File: src/rtl/hazard_scoreboard.sv
// Hazard scoreboard: tracks E/M/W writers by tnew and
// derives stall plus D- and E-stage forwarding selects.
module hazard_scoreboard (
  input  logic       clk,
  input  logic       reset_n,
  input  logic       d_valid,
  input  logic [4:0] d_rs,
  input  logic [4:0] d_rt,
  input  logic [1:0] d_tuse_rs,
  input  logic [1:0] d_tuse_rt,
  input  logic       d_regwrite,
  input  logic [4:0] d_wa,
  input  logic [1:0] d_tnew,
  output logic       stall,
  output logic [1:0] fwd_rs_d,
  output logic [1:0] fwd_rt_d,
  output logic [1:0] fwd_rs_e,
  output logic [1:0] fwd_rt_e
);

  typedef struct packed {
    logic       valid;
    logic       regwrite;
    logic [4:0] wa;
    logic [1:0] tnew;
  } ent_t;

  localparam logic [1:0] SEL_RF = 2'd0;
  localparam logic [1:0] SEL_E  = 2'd1;
  localparam logic [1:0] SEL_M  = 2'd2;
  localparam logic [1:0] SEL_W  = 2'd3;
  localparam logic [1:0] TU_NONE = 2'd3;

  ent_t       e_q, m_q, w_q;
  ent_t       e_d, m_d, w_d;
  logic [4:0] e_rs_q, e_rt_q;
  logic [4:0] e_rs_d, e_rt_d;

  logic       stall_c;
  logic [1:0] frs_d_c, frt_d_c;
  logic [1:0] frs_e_c, frt_e_c;

  // register 0 is hardwired, so it can never be a hazard
  function automatic logic hit(
    input ent_t       en,
    input logic [4:0] r
  );
    return en.valid && en.regwrite &&
           (en.wa == r) && (r != 5'd0);
  endfunction

  function automatic ent_t age(input ent_t en);
    ent_t o;
    o = en;
    if (en.tnew != 2'd0)
      o.tnew = en.tnew - 2'd1;
    return o;
  endfunction

  // youngest match governs; older ones are shadowed
  function automatic logic op_stall(
    input ent_t       e,
    input ent_t       m,
    input ent_t       w,
    input logic [4:0] r,
    input logic [1:0] tuse
  );
    logic s;
    s = 1'b0;
    if (tuse != TU_NONE) begin
      if (hit(e, r))
        s = e.tnew > tuse;
      else if (hit(m, r))
        s = m.tnew > tuse;
      else if (hit(w, r))
        s = w.tnew > tuse;
    end
    return s;
  endfunction

  function automatic logic [1:0] sel_d(
    input ent_t       e,
    input ent_t       m,
    input ent_t       w,
    input logic [4:0] r
  );
    logic [1:0] s;
    s = SEL_RF;
    if (hit(e, r))
      s = (e.tnew == 2'd0) ? SEL_E : SEL_RF;
    else if (hit(m, r))
      s = (m.tnew == 2'd0) ? SEL_M : SEL_RF;
    else if (hit(w, r))
      s = (w.tnew == 2'd0) ? SEL_W : SEL_RF;
    return s;
  endfunction

  function automatic logic [1:0] sel_e(
    input ent_t       m,
    input ent_t       w,
    input logic [4:0] r
  );
    logic [1:0] s;
    s = SEL_RF;
    if (hit(m, r))
      s = (m.tnew == 2'd0) ? SEL_M : SEL_RF;
    else if (hit(w, r))
      s = (w.tnew == 2'd0) ? SEL_W : SEL_RF;
    return s;
  endfunction

  // hazard detection and forwarding selects
  always_comb begin
    stall_c = d_valid &&
      (op_stall(e_q, m_q, w_q, d_rs, d_tuse_rs) ||
       op_stall(e_q, m_q, w_q, d_rt, d_tuse_rt));
    frs_d_c = sel_d(e_q, m_q, w_q, d_rs);
    frt_d_c = sel_d(e_q, m_q, w_q, d_rt);
    frs_e_c = SEL_RF;
    frt_e_c = SEL_RF;
    if (e_q.valid) begin
      frs_e_c = sel_e(m_q, w_q, e_rs_q);
      frt_e_c = sel_e(m_q, w_q, e_rt_q);
    end
  end

  // outputs are forced quiet while reset is held
  always_comb begin
    stall    = reset_n && stall_c;
    fwd_rs_d = reset_n ? frs_d_c : SEL_RF;
    fwd_rt_d = reset_n ? frt_d_c : SEL_RF;
    fwd_rs_e = reset_n ? frs_e_c : SEL_RF;
    fwd_rt_e = reset_n ? frt_e_c : SEL_RF;
  end

  // pipeline advance: stall injects a bubble into E
  always_comb begin
    m_d    = age(e_q);
    w_d    = age(m_q);
    e_d    = '0;
    e_rs_d = 5'd0;
    e_rt_d = 5'd0;
    if (!stall_c) begin
      e_d.valid    = d_valid;
      e_d.regwrite = d_regwrite;
      e_d.wa       = d_wa;
      e_d.tnew     = d_tnew;
      e_rs_d       = d_rs;
      e_rt_d       = d_rt;
    end
  end

  // entry registers with asynchronous clear
  always_ff @(posedge clk or negedge reset_n) begin
    if (!reset_n) begin
      e_q    <= '0;
      m_q    <= '0;
      w_q    <= '0;
      e_rs_q <= 5'd0;
      e_rt_q <= 5'd0;
    end else begin
      e_q    <= e_d;
      m_q    <= m_d;
      w_q    <= w_d;
      e_rs_q <= e_rs_d;
      e_rt_q <= e_rt_d;
    end
  end

endmodule

File: config.mk
export PLATFORM = sky130hd
export DESIGN_NAME = hazard_scoreboard
export DESIGN_NICKNAME = d
export VERILOG_FILES = /design/src/rtl/hazard_scoreboard.sv
export SDC_FILE = /design/constraint.sdc
export NUM_CORES = 1
export LEC_CHECK = 0
export CAP_MARGIN = 20
export CORE_ASPECT_RATIO = 0.8
export CORE_MARGIN = 2
export CORE_UTILIZATION = 35
export DETAILED_ROUTE_END_ITERATION = 10
export PLACE_DENSITY = 0.6
export SKIP_LAST_GASP = 1
export SLEW_MARGIN = 40
export SYNTH_ARGS = -nofsm -noshare
export SYNTH_HDL_FRONTEND = slang
export SYNTH_SLANG_ARGS = --single-unit
File: constraint.sdc
create_clock -name clk -period 2.56 [get_ports clk]
set_clock_uncertainty 0.1 [all_clocks]
set_input_delay 0.384 -clock clk [delete_from_list [all_inputs] [get_ports clk]]
set_output_delay 0.384 -clock clk [all_outputs]
set_load 0.05 [all_outputs]
Word level (Yosys, flattened, before mapping). Cells that the tools add are included.

Reduce and logical (&&, ||, !) cells: 35. Equal/unequal tests: 12. Muxes and demuxes: 32. $lt $le $gt $ge: 6. Add/subtract/negate cells: 2.

Operators by type and width (count): 5-bit == test (10); 2-bit two-way mux (20); 1-bit logical AND (25); 5-bit nonzero test (4); 2-bit > comparator (6); 5-bit two-way mux (2); 1-bit two-way mux (9); 9-bit two-way mux (1); 2-bit zero test (3); 2-bit != test, second input constant (2); 2-bit nonzero test (2); 2-bit by 1-bit subtractor with 2-bit output, second input constant (2); 1-bit logical OR (1).

Register bits after elaboration: 37. Output and inout bits: 9. Logic and storage cells: 101. Input bits: 25.

Logic depth before layout (Yosys ltp). Gate-level depths: netlist (run 1).

Depth in word-level cells: 10. Mapped depth: 9. Depth with buffers taken out: 8.

Worst setup path before layout (run 1). OpenSTA, ideal clock, no wires.

Path type: register to output. From: register e_rt_q[1]. To: output fwd_rt_e[1]. Stages on the path, launching flop included: 7. Path buffers: 0. Arrival: 3.283 ns. Data required time: 2.076 ns. Setup slack: -1.207 ns. Cells stage by stage: dfrtp_1 or4_1 nor2_1 or4_1 nand2_1 nor4_1 o21bai_1.

Cells in the longest elaborated chain, start to end: 7. Elaborated cells on any way between the ends: 11. Classes of those cells: eq/ne: 2; mux: 4; reduce/logical: 5.

RTL lines: start, declared (RTL line 36) `logic [4:0] e_rs_q, e_rt_q;`; start signal, assigned (RTL line 166) `e_rt_q <= e_rt_d;`; 5-bit == test (RTL line 49) `(en.wa == r) && (r != 5'd0);`; 1-bit logical AND (RTL line 48) `return en.valid && en.regwrite &&`; 1-bit logical AND (RTL line 49); 2-bit two-way mux (RTL line 107) `else if (hit(w, r))`; 2-bit two-way mux * (RTL line 105) `if (hit(m, r))`; 2-bit two-way mux * (RTL line 121) `if (e_q.valid) begin`; 2-bit two-way mux * (RTL line 133) `fwd_rt_e = reset_n ? frt_e_c : SEL_RF;`; end, declared (RTL line 18) `output logic [1:0] fwd_rt_e`.

Every way passes the cells marked *; elsewhere a longest branch is shown, timed or not.

Worst setup path after layout (run 1). Same ends and word-level chain as after synthesis.

==> metrics, run 1 <==
Die Span X roughly 96 µm; Post-Layout Cell Count 418; Final WS setup -0.156 ns; total power between 1 and 1.5 mW; initial antenna violation count 0; DIE HEIGHT approximately 78 µm; placed cells roughly 380; crit path max fanout 3; vias about 2,100; post-route ant nets 0; num ports 34; Area Overhead vs Synth 58.8%; CP Capture Type output pin; Finished Cell Area 3770 µm²; Power Density between 300 and 400 nW/µm²; clock latency on the worst-skew pair roughly 0.3 ns; GPL Wtd Cong around 0.85; starting density of the core 0.367; DP Wirelength ~4700 µm; Post-Place Cell Area ~3200 µm²; core area between 6000 and 7000 µm²; Setup crit start e_rt_q[1]$_DFF_PN0_; Iter 0 DRT Violations 107; Synth area leaders dfrtp_1, xnor2_1, xor2_1; RSZ-0062 raised after global routing true; Post-Synthesis Cells 230; clk sinks 37; final hold viol count 0; Final Critical Period 2.72 ns; origin of the critical flop-to-flop path m_q[2]$_DFF_PN0_; yosys warns 0; Slew @ Worst Pin about 0.52 ns; max cap viols 0; critical path class flop to output pin; first-pass GRT wire length between 10,000 and 15,000 µm; syn_area_per_cell roughly 10 µm²; count of state elements after synthesis 37; Worst EP required 2.08 ns; Final #Nets 370; DRC 0; Remaining Overflow, GRT 0; fraction of layout instances using a drive strength above 1 0.473; gr usage total 0.194; Root Driver clkbuf_8; EDFF count, synth 0; H-tree depth 2; Reg-to-Reg End e_rt_q[3]$_DFF_PN0_; Port Buffer Count 33; routed wire length 6650 µm; fmax 0.368 GHz; sum of negative setup slack -0.504 ns; top layer in use met4; drt wl/cell between 15 and 20 µm; commonest non-fill, non-tap cell in the layout buf_4; Met1 Wirelength between 3000 and 4000 µm; Final Max Tran Viols 0; status finished with violations; vias in the first global route ~2,100; WL met3 about 280 µm; Final Util 0.582; Initial DRT Pass Iterations 5; largest net degree at the start of global routing 44; CTS tree built; failing checks negative setup slack; clock input transition at the sequential cells of the worst setup and hold paths approximately 0.080 ns; vias per cell a little under 5; Die Area approximately 7500 µm²; final setup fails 6; Relative slew margins 0.652; Distinct cells, synth 42; startpoint types flop; CP arrival roughly 2.2 ns; Leak approximately 1.6 nW; leading area contributor after synthesis dfrtp_1; ys async rst share 1.00; Tcrit/Tclk final 1.06; ANT cells 0; syn_nets around 270; worst hold path class input pin to asynchronous set/reset pin; Synth Flop Type dfrtp_1; met2 wire len about 3100 µm; share of the synthesized area in the top cell type 0.390; FF-to-FF path depth 9; Num CTS Buffers 5; CTS Buffer Depth 2; R2R setup slack roughly 0.3 ns; most frequent cells in the layout buf_4, dfrtp_1, xnor2_1; post-synthesis sequential area ratio 0.390; Max VDD drop 0.000205 V; Post-Syn Area about 2400 µm²; Rows 26
==> what timing repair did <==
action | CTS | global route
gates resized for setup | 80 | 17
setup buffers | 20 | 16
pin swaps | 37 | 20
endpoints found under the hold margin | 0 | 0
endpoints found under the setup margin | 15 | 8
hold buffers | 0 | 0
==> worst max-delay path by stage <==
stage | cells after the start | slack, ns | endpoint
2_1_floorplan | 6 | -0.22 | fwd_rt_e[1]
3_3_place_gp | 8 | -0.45 | stall
3_5_place_dp | 9 | -0.46 | stall
4_1_cts | 7 | -0.18 | stall
5_1_grt | 9 | -0.25 | stall
6_report | 7 | -0.16 | fwd_rt_e[1]
==> layer usage <==
metal | GRT usage | vias to the layer above
met5 | 0 | -
met4 | 0.0514 | 0
met3 | 0.0320 | 8
met2 | 0.292 | 42
met1 | 0.288 | 1000
li1 | - | 1004
==> registers in the layout (all words and copies together) (netlist names) <==
register and count:
w_q 9, e_q 9, m_q 9, e_rs_q 5, e_rt_q 5
==> logic make-up (layout without fill, tap and decap cells) <==
| group | after synthesis | count (layout) | synth area share |
|---|---|---|---|
| AO/OA/AOI/OAI | 25 | 25 | 0.0996 |
| flip-flops | 37 | 37 | 0.390 |
| buffers and inverters | 17 | 121 | 0.0353 |
| multiplexers | 1 | 1 | 0.00422 |
| adder cells (fa/ha/maj) | 12 | 12 | 0.0633 |
| XOR/XNOR | 48 | 48 | 0.177 |
| AND/OR/NAND/NOR | 90 | 90 | 0.230 |
==> worst max-delay path, stage by stage, from the launching register on <==
cell      delay (ns)
dfrtp_1         0.41
or4_4           0.55
nor2_4          0.13
or4_4           0.16
nand2_4         0.05
nor4_4          0.28
o21bai_4        0.19
buf_12          0.15
==> stage by stage <==
step | setup WS [ns] | hold WS (ns)
finish | -0.156 | 0.0684
global route | -0.247 | 0.118
CTS | -0.182 | 0.0981
detailed placement | -0.462 | 0.291
global placement | -0.448 | 0.280
floorplan | -0.223 | -0.0116
==> report_power, final <==
group | switching [mW] | total (mW) | internal [mW]
clock network | 0.220 | 0.409 | 0.189
logic | 0.187 | 0.388 | 0.201
registers | 0.0440 | 0.663 | 0.619
total | 0.451 | 1.46 | 1.01
==> Yosys cell counts, types with 3 or more instances <==
library cell	count
xor2_1	19
and2b_1	8
nor3_1	5
dfrtp_1	37
and2_1	4
inv_1	10
nor2_1	8
or4_1	3
a21oi_1	9
xnor2_1	29
nor2b_1	16
nand2b_1	3
nand4_1	9
nand2_1	9
nor4_1	9
ha_1	12
nand3_1	6
buf_2	4
o21ai_0	3
==> area by class of cell <==
type,instances,area [µm²]
clock buffers,6,72.6
clock inverters,2,10.0
fillers,542,2710
inverters,10,37.5
multi-input cells,176,1680
flip-flops and latches,37,936
well taps,84,105
repair buffers,103,930
Note: power is estimated with default switching activity, not from simulation.
==> run 2: changes to the inputs <==
- PLACE_DENSITY: 0.6 -> 0.58
- clock period: 2.56 -> 3.3 ns (I/O delays scaled with it)
==> metrics, run 2 (synthesis gave the netlist of run 1 again) <==
critical path class input pin to output pin (was flop to output pin); Slew @ Worst Pin 0.522 ns (was 0.523 ns); sum of negative setup slack 0 ns (was -0.504 ns); Die Span X 96.1 µm (unchanged); max cap viols 0 (unchanged); Final WS setup 0.0310 ns (was -0.156 ns); final hold viol count 0 (unchanged); initial antenna violation count 0 (unchanged); DIE HEIGHT 77.7 µm (unchanged); routed wire length 5630 µm (was 6650 µm); clock input transition at the sequential cells of the worst setup and hold paths 0.08 ns (about the same); startpoint types input pin (was flop); most frequent cells in the layout dfrtp_1, xnor2_1, clkdlybuf4s50_1 (was buf_4, dfrtp_1, xnor2_1); starting density of the core 0.367 (unchanged); Worst EP required 2.70 ns (was 2.08 ns); ANT cells 0 (unchanged); Largest regs e_q: 9 flops, m_q: 9 flops, w_q: 9 flops (unchanged); vias 1,811 (was 2,054); worst hold path class input pin to asynchronous set/reset pin (unchanged); Clk pwr share 0.309 (was 0.280); Finished Cell Area 3090 µm² (was 3770 µm²); Final Util 0.477 (was 0.582); CP Capture Type output pin (unchanged); Tcrit/Tclk final 0.991; Leak 1.22 nW (was 1.57 nW); fraction of layout instances using a drive strength above 1 0.191 (was 0.473); DRC 0 (unchanged); H-tree depth 2 (unchanged); Rows 26 (unchanged); Reg-to-Reg End e_rt_q[2]$_DFF_PN0_ (was e_rt_q[3]$_DFF_PN0_); Place WS 0.0412 ns (was -0.462 ns); FF-to-FF path depth 7 (was 9); post-route ant nets 0 (unchanged); core area 6470 µm² (unchanged); Remaining Overflow, GRT 0 (unchanged); Max VDD drop 0.000202 V (was 0.000205 V); Comb power frac 0.197 (was 0.266); first-pass GRT wire length 9540 µm (was 11,000 µm); Port Buffer Count 33 (unchanged); Final Critical Period 3.27 ns; Net Sw Frac 0.284 (was 0.309); Final #Nets 315 (was 370); fmax between 0.3 and 0.4 GHz; Sequential Power Share 0.495 (was 0.454); Power Density 340 nW/µm² (was 387 nW/µm²); CTS Buffer Depth 2 (unchanged); NetSw 0.298 mW (was 0.451 mW); Relative slew margins 0.652 (about the same); vias per cell 5.00 (was 4.91); RSZ-0062 raised after global routing true (unchanged); clock latency on the worst-skew pair 0.29 ns (was 0.30 ns); CP arrival 2.67 ns (was 2.23 ns); CTS tree built (unchanged); final setup fails 0 (was 6); Die Area 7460 µm² (unchanged); clk sinks 37 (unchanged); Final Max Tran Viols 0 (unchanged); total power 1.05 mW (was 1.46 mW); num ports 34 (unchanged); crit path max fanout 3 (unchanged); Layout fillers 585 (was 542); R2R setup slack 0.96 ns (was 0.30 ns); Area Overhead vs Synth 30.2% (was 58.8%); GPL Wtd Cong 0.825 (was 0.854); Pint 0.751 mW (was 1.01 mW); area of the multi-input gates 1410 µm² (was 1680 µm²); vias in the first global route 1,839 (was 2,127); DP Wirelength 4480 µm (was 4710 µm); Initial DRT Pass Iterations 4 (was 5); Post-Place Cell Area 2980 µm² (was 3200 µm²); status completed (was finished with violations); drt wl/cell 15.6 µm (was 15.9 µm); Register Area 926 µm² (was 936 µm²); gr usage total 0.170 (was 0.194); origin of the critical flop-to-flop path m_q[5]$_DFF_PN0_ (was m_q[2]$_DFF_PN0_); Iter 0 DRT Violations 116 (was 107); commonest non-fill, non-tap cell in the layout dfrtp_1 (was buf_4); Num CTS Buffers 5 (unchanged); largest net degree at the start of global routing 44 (unchanged); Root Driver clkbuf_8 (unchanged)
run 2: cell types whose count changed in the layout (fill, tap and decap cells not counted), sizes merged:
cell           change
buf               -61
dlygate4sd2        -3
clkdlybuf4s15      -3
clkinv             -2
clkdlybuf4s50     +12
clkbuf             +1
run 2: layout make-up:
class,count,area share
clock buffer,7,0.0279
inverter,10,0.0122
multi-input combinational,176,0.455
sequential,37,0.300
tap,84,0.0340
timing repair buffer,48,0.171
run 2: power by group through the flow:
stage,registers (mW),logic (mW),clock network [mW]
after floorplan,0.514,0.128,0
after global placement,0.528,0.200,0
after detailed placement,0.527,0.204,0
after CTS,0.519,0.205,0.326
after global routing,0.523,0.232,0.344
final,0.519,0.206,0.324
run 2: worst max-delay path, cell delays in order:
cell	delay, ns
clkdlybuf4s50_1	0.51
buf_4	0.15
xnor2_1	0.11
nand4_1	0.19
or3_1	0.44
a311oi_4	0.32
o32ai_4	0.13
and2_4	0.19
buf_12	0.14
run 2: layer usage:
layer | track usage | routed length [µm]
met2 | 0.237 | 2360
met4 | 0.0343 | 15
met3 | 0.0369 | 306
met1 | 0.267 | 2950
met5 | 0 | 0
run 2: through the flow:
step / cells / hold slack (ns)
3_3_place_gp: 355 / 0.280
4_1_cts: 362 / 0.201
2_1_floorplan: 230 / 0.0994
5_1_grt: 362 / 0.217
3_5_place_dp: 355 / 0.285
6_report: 362 / 0.172
run 2: worst max path at each step:
stage / start / end / slack, ns / cells past startpoint
global route: d_rt[2] / stall / -0.05 / 9
detailed placement: d_rs[1] / stall / 0.04 / 8
global placement: d_rs[1] / stall / 0.02 / 8
CTS: d_rs[1] / stall / 0.04 / 8
finish: d_rt[2] / stall / 0.03 / 9
floorplan: e_rt_q[1]$_DFF_PN0_ / fwd_rt_e[1] / 0.07 / 6
run 2: timing repair:
action | CTS | global route
buffers inserted | 0 | 0
hold buffers | 0 | 0
resized for setup | 0 | 4
endpoints found under the setup margin | 0 | 4
endpoints found under the hold margin | 0 | 0
==> run 3: changes to the inputs <==
- CORE_UTILIZATION: 35 -> 59
- MAX_ROUTING_LAYER: unset -> met4
- PLACE_DENSITY: 0.58 -> 0.88
==> metrics, run 3 (synthesis gave the netlist of run 1 again) <==
Final Max Tran Viols 0 (unchanged); FF-to-FF path depth 8 (was 7); R2R setup slack 0.85 ns (was 0.96 ns); first-pass GRT wire length 8820 µm (was 9540 µm); Root Driver clkbuf_8 (unchanged); Slew @ Worst Pin 0.584 ns (was 0.522 ns); CTS tree built (unchanged); worst hold path class input pin to asynchronous set/reset pin (unchanged); Relative slew margins 0.607 (was 0.652); Net Sw Frac 0.282 (was 0.284); Pint 0.750 mW (was 0.751 mW); Die Span X 74.9 µm (was 96.1 µm); CTS Buffer Depth 2 (unchanged); clock latency on the worst-skew pair 0.29 ns (about the same); final hold viol count 0 (unchanged); initial antenna violation count 0 (unchanged); Clk pwr share 0.305 (was 0.309); Comb power frac 0.198 (was 0.197); RSZ-0062 raised after global routing true (unchanged); Worst EP required 2.70 ns (about the same); CP arrival 2.68 ns (was 2.67 ns); Power Density 343 nW/µm² (was 340 nW/µm²); vias per cell 5.69 (was 5.00); total power 1.04 mW (was 1.05 mW); Remaining Overflow, GRT 0 (unchanged); post-route ant nets 0 (unchanged); most frequent cells in the layout dfrtp_1, xnor2_1, clkdlybuf4s50_1 (unchanged); Area Overhead vs Synth 28.4% (was 30.2%); Final Util 0.796 (was 0.477); H-tree depth 2 (unchanged); num ports 34 (unchanged); max cap viols 0 (unchanged); core area 3830 µm² (was 6470 µm²); startpoint types input pin (unchanged); ANT cells 0 (unchanged); DIE HEIGHT 60.7 µm (was 77.7 µm); DP Wirelength 4310 µm (was 4480 µm); starting density of the core 0.620 (was 0.367); NetSw 0.294 mW (was 0.298 mW); Post-Layout Cell Count 331 (was 362); drt wl/cell 16.8 µm (was 15.6 µm); Iter 0 DRT Violations 162 (was 116); Tcrit/Tclk final 0.994 (was 0.991); routed wire length 5550 µm (was 5630 µm); crit path max fanout 6 (was 3); Reg-to-Reg End e_rs_q[1]$_DFF_PN0_ (was e_rt_q[2]$_DFF_PN0_); largest net degree at the start of global routing 44 (unchanged); CP Capture Type output pin (unchanged); Final Critical Period 3.28 ns (was 3.27 ns); vias 1,882 (was 1,811); status completed (unchanged); Initial DRT Pass Iterations 4 (unchanged); gr usage total 0.279 (was 0.170); Port Buffer Count 33 (unchanged); Rows 20 (was 26); Final #Nets 313 (was 315); vias in the first global route 1,811 (was 1,839); placed cells 323 (was 355); critical path class input pin to output pin (unchanged); DRC 0 (unchanged); Min Hold Slack 0.165 ns (was 0.172 ns); Sequential Power Share 0.497 (was 0.495); clk sinks 37 (unchanged); GPL Wtd Cong 0.913 (was 0.825); commonest non-fill, non-tap cell in the layout dfrtp_1 (unchanged); Max VDD drop 0.000281 V (was 0.000202 V); fraction of layout instances using a drive strength above 1 0.192 (was 0.191); Die Area 4550 µm² (was 7460 µm²); clock input transition at the sequential cells of the worst setup and hold paths 0.07 ns (was 0.08 ns); CTS Hold Bufs 0 (unchanged); Largest regs e_q: 9 flops, m_q: 9 flops, w_q: 9 flops (unchanged); fmax 0.305 GHz (was 0.306 GHz); Num CTS Buffers 5 (unchanged); Leak 1.22 nW (about the same); final setup fails 0 (unchanged); origin of the critical flop-to-flop path m_q[4]$_DFF_PN0_ (was m_q[5]$_DFF_PN0_)
[run 3: cell types whose count changed in the layout (fill, tap and decap cells not counted)]
cell,before,now
or3_1,1,0
nor2b_2,0,1
nor2b_1,16,15
dlymetal6s2s_1,0,1
clkdlybuf4s50_1,23,22
buf_4,15,13
or3_4,0,1
[run 3: worst max-delay path by stage]
| stage | slack (ns) | to | startpoint | cells after the start |
|---|---|---|---|---|
| after global placement | 0.08 | stall | d_rs[3] | 8 |
| after global routing | -0.09 | stall | d_rt[2] | 9 |
| final | 0.02 | stall | d_rs[3] | 8 |
| after detailed placement | 0.02 | stall | d_rt[3] | 9 |
| after CTS | 0.01 | stall | d_rt[3] | 9 |
| after floorplan | 0.07 | fwd_rt_e[1] | e_rt_q[1]$_DFF_PN0_ | 6 |
[run 3: repair_timing]
item / 4_1_cts / 5_1_grt
setup buffers: 0 / 1
gates resized for setup: 0 / 7
endpoints found under the setup margin: 0 / 4
[run 3: area by class of cell]
class	count	area, µm²
well taps	55	68.8
flip-flops and latches	37	926
clock buffers	7	86.3
multi-input cells	176	1410
inverters	10	37.5
repair buffers	46	515
fillers	239	781
[run 3: worst max-delay path, stage by stage]
cell and delay, ns:
clkdlybuf4s50_1 0.56, or4_1 0.55, o211ai_2 0.23, a2111oi_2 0.10, a211oi_4 0.29, o32ai_4 0.13
and2_4 0.18, buf_12 0.14
[run 3: metal layers]
metal  GRT usage  wire (µm)  vias to the layer above
li1            -          -                      884
met1       0.369       2360                      912
met2       0.420       2620                       77
met3      0.0731        520                        9
met4      0.0918         48                        0
met5           -          0                        -
[run 3: power by group through the flow]
stage	Sequential, mW	Combinational, mW	Clock [mW]
after floorplan	0.514	0.128	0
after global placement	0.525	0.194	0
after detailed placement	0.527	0.201	0
after CTS	0.519	0.202	0.321
after global routing	0.523	0.228	0.341
final	0.519	0.207	0.318
[run 3: through the flow]
stage               TNS (ns)  worst slack [ns]  area (µm²)
floorplan                  0            0.0719        2390
global placement           0            0.0783        2920
detailed placement         0            0.0210        2920
CTS                        0            0.0115        3010
global route          -0.140           -0.0861        3050
finish                     0            0.0210        3050
